File: config.mk
export PLATFORM = sky130hd
export DESIGN_NAME = key_unroll
export DESIGN_NICKNAME = d
export VERILOG_FILES = /design/src/rtl/key_unroll.sv
export SDC_FILE = /design/constraint.sdc
export NUM_CORES = 1
export LEC_CHECK = 0
export CORE_ASPECT_RATIO = 2
export CORE_MARGIN = 3
export CORE_UTILIZATION = 54
export DETAILED_ROUTE_END_ITERATION = 12
export GPL_TIMING_DRIVEN = 0
export PLACE_DENSITY = 0.89
export SLEW_MARGIN = 0
export SYNTH_ARGS = -nofsm -noshare
export SYNTH_HDL_FRONTEND = slang
export SYNTH_SLANG_ARGS = --single-unit
File: constraint.sdc
create_clock -name Clk_ik -period 6.6 [get_ports Clk_ik]
set_clock_uncertainty 0.2 [all_clocks]
set_input_delay 0.66 -clock Clk_ik [delete_from_list [all_inputs] [get_ports Clk_ik]]
set_output_delay 0.66 -clock Clk_ik [all_outputs]
set_load 0.02 [all_outputs]
File: src/rtl/key_unroll.sv
// PRESENT-80 reverse key schedule: expands the user key forward to K32 on load,
// then walks back one round key per Next_i request using the inverse key update.
module key_unroll (
  input  logic        Clk_ik,
  input  logic        Reset_ir,
  input  logic [79:0] Key_ib,
  input  logic        Load_i,
  input  logic        Next_i,
  output logic        Busy_o,
  output logic [63:0] RoundKey_ob,
  output logic        RoundKeyValid_o,
  output logic [5:0]  RoundIdx_ob,
  output logic        Done_o
);

  typedef enum logic [1:0] {
    IDLE,
    EXPAND,
    READY
  } state_t;

  state_t      state;
  logic [79:0] keyReg;
  logic [5:0]  cnt;

  function automatic logic [3:0] sBox(input logic [3:0] x);
    case (x)
      4'h0: sBox = 4'hC;  4'h1: sBox = 4'h5;  4'h2: sBox = 4'h6;  4'h3: sBox = 4'hB;
      4'h4: sBox = 4'h9;  4'h5: sBox = 4'h0;  4'h6: sBox = 4'hA;  4'h7: sBox = 4'hD;
      4'h8: sBox = 4'h3;  4'h9: sBox = 4'hE;  4'hA: sBox = 4'hF;  4'hB: sBox = 4'h8;
      4'hC: sBox = 4'h4;  4'hD: sBox = 4'h7;  4'hE: sBox = 4'h1;  default: sBox = 4'h2;
    endcase
  endfunction

  function automatic logic [3:0] sBoxInv(input logic [3:0] x);
    case (x)
      4'h0: sBoxInv = 4'h5;  4'h1: sBoxInv = 4'hE;  4'h2: sBoxInv = 4'hF;  4'h3: sBoxInv = 4'h8;
      4'h4: sBoxInv = 4'hC;  4'h5: sBoxInv = 4'h1;  4'h6: sBoxInv = 4'h2;  4'h7: sBoxInv = 4'hD;
      4'h8: sBoxInv = 4'hB;  4'h9: sBoxInv = 4'h4;  4'hA: sBoxInv = 4'h6;  4'hB: sBoxInv = 4'h3;
      4'hC: sBoxInv = 4'h0;  4'hD: sBoxInv = 4'h7;  4'hE: sBoxInv = 4'h9;  default: sBoxInv = 4'hA;
    endcase
  endfunction

  // NOTE: function locals are plain combinational temporaries, so blocking '=' is correct here.
  function automatic logic [79:0] fwdUpdate(input logic [79:0] k, input logic [5:0] c);
    logic [79:0] r;
    r          = {k[18:0], k[79:19]};
    r[79:76]   = sBox(r[79:76]);
    r[19:15]   = r[19:15] ^ c[4:0];
    return r;
  endfunction

  // Undoes fwdUpdate step by step in reverse order.
  function automatic logic [79:0] invUpdate(input logic [79:0] k, input logic [5:0] c);
    logic [79:0] r;
    r          = k;
    r[19:15]   = r[19:15] ^ c[4:0];
    r[79:76]   = sBoxInv(r[79:76]);
    return {r[60:0], r[79:61]};
  endfunction

  // NOTE: every register is assigned with '<=' so all state updates see pre-edge values.
  always_ff @(posedge Clk_ik) begin
    if (Reset_ir) begin
      state  <= IDLE;
      keyReg <= '0;
      cnt    <= '0;
      Done_o <= 1'b0;
    end else begin
      Done_o <= 1'b0;
      case (state)
        IDLE: begin
          if (Load_i) begin
            keyReg <= Key_ib;
            cnt    <= 6'd1;
            state  <= EXPAND;
          end
        end
        EXPAND: begin
          keyReg <= fwdUpdate(keyReg, cnt);
          cnt    <= cnt + 6'd1;
          if (cnt == 6'd31) state <= READY;
        end
        READY: begin
          if (Next_i) begin
            if (cnt > 6'd1) begin
              keyReg <= invUpdate(keyReg, cnt - 6'd1);
              cnt    <= cnt - 6'd1;
            end else begin
              keyReg <= '0;
              cnt    <= '0;
              Done_o <= 1'b1;
              state  <= IDLE;
            end
          end
        end
        default: state <= IDLE;
      endcase
    end
  end

  // Outputs decode registered state only.
  assign Busy_o          = (state != IDLE);
  assign RoundKeyValid_o = (state == READY);
  assign RoundKey_ob     = RoundKeyValid_o ? keyReg[79:16] : 64'd0;
  assign RoundIdx_ob     = RoundKeyValid_o ? cnt : 6'd0;

endmodule

==> results by group <==
Yosys
  • Top cells by area, synth: dfxtp_1 32%, a221oi_1 11%, nor2_1 11%
  • Yosys top cell by area: dfxtp_1
  • Top FF cell, synth: dfxtp_1
  • Syn. warnings: 0
  • Post-synth EDFFs: 0
  • Area share of the largest cell type after synthesis: 0.319
  • Post-synth ARST share: 0
  • Synth Area per Inst: 7.45 um2
  • Syn Inst Count: 818
  • Register area share after synthesis: 0.319
  • Syn nets: 921
  • Yosys reg bits: 97
  • Netlist cell types: 61
  • Cell Area, Synth: 0.00609 mm2

Detailed routing
  • Initial DRT Pass Iterations: 9
  • Wire length per cell: 23.3 um
  • Total Wirelength: 26300 um
  • 1st-iter DRT viols: 973
  • Via/cell ratio: 6.67
  • Final antenna-violating net count: 0
  • Vias: 7534
  • # DRC: 0

Pwr
  • VDD IR-drop max: 0.000171 V
  • Sw Ratio: 0.384
  • Sequential power share: 0.388
  • Leak Pwr: 0.00310 uW
  • Clk pwr share: 0.276
  • PwrDens: 246 mW/mm2
  • Sw power: 770 uW
  • Int Power: 1230 uW
  • Logic pwr share: 0.336

Global routing
  • Pin count of the biggest net entering global routing: 17
  • Gr ovfl total: 0
  • Initial antenna violation count: 0
  • Vias in the first global route: 7448
  • GRT Max-Usage Layer: met2
  • First-pass GRT wire length: 39500 um
  • Met2 GRT Util: 0.727
  • M3 GR Usage: 0.0899
  • Met1 usage: 0.400
  • Overall Global Routing Usage: 0.417

CTS
  • Sink Count: 97
  • Insertion delay to the later sink of the worst-skew pair: 0.36 ns
  • H-tree depth: 3
  • Hold_buf cts: 0
  • Clk Tree Root Cell: clkbuf_16
  • Clock Path Buffers: 2
  • PostCTS Resize Cnt: 0
  • CTS Buf Count: 9
  • Worst-path clk slew: 0.07 ns
  • Post-CTS setup buffers: 0
  • CTS tree: built

STA
  • Min Tclk post-route: 4.31 ns
  • Max-slew violations: 0
  • Setup violations, final: 0
  • Highest achievable clock rate: 0.232 GHz
  • Rel. slew slack: 0.535
  • RSZ-0062 raised after global routing: false
  • Endpoints failing hold: 0
  • Measured slew at the worst slew-check pin: 0.697 ns
  • Setup TNS: 0 ns
  • Final Cycle Share: 0.654

Cells and area
  • Finished Cell Area: 0.00813 mm2
  • Antenna cells: 0
  • Fin nets: 1087
  • Layout cell share with drive strength beyond 1: 0.0415
  • Area Growth Syn to Fin: 33.3%
  • Area occupied by multi-input gates: 0.00379 mm2
  • FILL cells: 893
  • Register area: 0.00194 mm2

Floorplanning
  • Die ar.: 0.0127 mm2
  • Die Height: 156 um
  • I/O Pins: 157
  • Initial Util: 0.557
  • Core Box Area: 0.0109 mm2
  • Die width: 81.1 um
  • Num rows: 54

Setup path
  • Worst-path fanout max: 10
  • Critical path class: flip-flop to output port
  • Startpoint Class: flip-flop
  • CP endpoint kind: output port
  • Worst Path Arrival: 3.45 ns
  • WP data required: 5.74 ns

Worst hold path
  • Hold Path Class: flip-flop to flip-flop

Placed design
  • Hpwl dp: 20100 um
  • GP Congestion: 1.05
  • DP Area: 0.00782 mm2
  • Count of input and output buffers: 155

Run status
  • Outcome: finished, final reports clean

Job
  • Max cap viols: 0
==> synth_stat cells, drive strengths merged (2+ instances only) <==
library cell	count
a211oi	5
a21boi	3
a21o	2
a21oi	86
a221o	2
a221oi	76
a22oi	6
a311oi	2
a31oi	3
and2	72
buf	19
clkbuf	57
dfxtp	97
ha	19
inv	17
mux2i	3
nand2	16
nand2b	2
nand3	7
nand4	2
nor2	175
nor2b	4
nor3	78
nor3b	4
nor4	4
o211a	2
o211ai	4
o21ai	6
o221ai	3
o22ai	3
o31a	3
o31ai	2
o41ai	3
or2	4
xnor2	8
xor2	8
==> stage by stage <==
step                total power, uW  hold slack (ns)  worst slack, ns  std cells   util
CTS                            1960            0.333             2.38       1129  0.742
floorplan                      1180            0.272             3.14        818      -
global route                   2070            0.368             2.04       1129  0.742
global placement               1410            0.308             2.59       1113  0.715
detailed placement             1430            0.316             2.41       1113  0.715
finish                         2000            0.340             2.29       1129  0.742
==> cell usage in the layout (no fill, tap or decap), types with 7 or more instances in the layout <==
master	n
ha_1	19
xnor2_1	8
clkbuf_1	58
a221oi_1	75
nand3_1	7
buf_2	9
buf_1	10
nor3_1	77
clkdlybuf4s50_1	155
clkbuf_16	9
a21oi_1	86
dfxtp_1	97
inv_1	17
xor2_1	8
nand2_1	16
nor2_1	174
and2_1	72
==> layer usage <==
metal | share of wire | up-vias | wire [um]
met1 | 0.30 | 3415 | 7880
li1 | - | 3281 | -
met5 | 0 | - | 0
met3 | 0.092 | 213 | 2430
met4 | 0.10 | 0 | 2740
met2 | 0.50 | 625 | 13200
==> worst max-delay path, stage by stage, from the launching register on <==
cell and delay (ns):
dfxtp_1 0.35, inv_1 0.11, ha_1 0.34, clkbuf_1 0.51
clkbuf_1 0.46, clkbuf_1 0.48, and2_1 0.23, clkdlybuf4s50_1 0.61
==> power by group through the flow <==
| stage | clock [uW] | sequential, uW | combinational [uW] |
|---|---|---|---|
| final | 553 | 777 | 673 |
| after detailed placement | 0 | 781 | 645 |
| after floorplan | 0 | 737 | 440 |
| after CTS | 546 | 768 | 650 |
| after global placement | 0 | 781 | 634 |
| after global routing | 568 | 780 | 726 |
==> path summary, 6_finish.rpt <==
path | slack (ns) | endpoint | start | depth (start not counted)
worst min register to register | 0.34 | keyReg[38] | keyReg[38] | 2
worst max-delay path | 2.29 | RoundIdx_ob[4] | state[0] | 7
worst max register to register | 2.34 | flip-flop | cnt[1] | 15
worst min-delay path | 0.34 | keyReg[38] | keyReg[38] | 2
==> cells by family after synthesis <==
group	Yosys count	synth area share
simple gates	371	0.292
xor+xnor	16	0.0230
mux	4	0.00677
buf+inv	93	0.0591
fa+ha+maj	19	0.0390
flops	97	0.319
compound gates	218	0.261
==> flip-flops by register name (all words and copies together) (netlist names), named ones only <==
name / flops
Done_o: 1
state: 2
keyReg: 80
cnt: 6
==> cell type report <==
cell class                 count  area share
clock buffer                  11      0.0299
tap                          140      0.0216
multi-input combinational    628       0.467
sequential                    97       0.239
buffer                        76      0.0365
timing repair buffer         155       0.191
inverter                      17     0.00785
clock inverter                 5     0.00770
(Power assumes the default switching activity.)
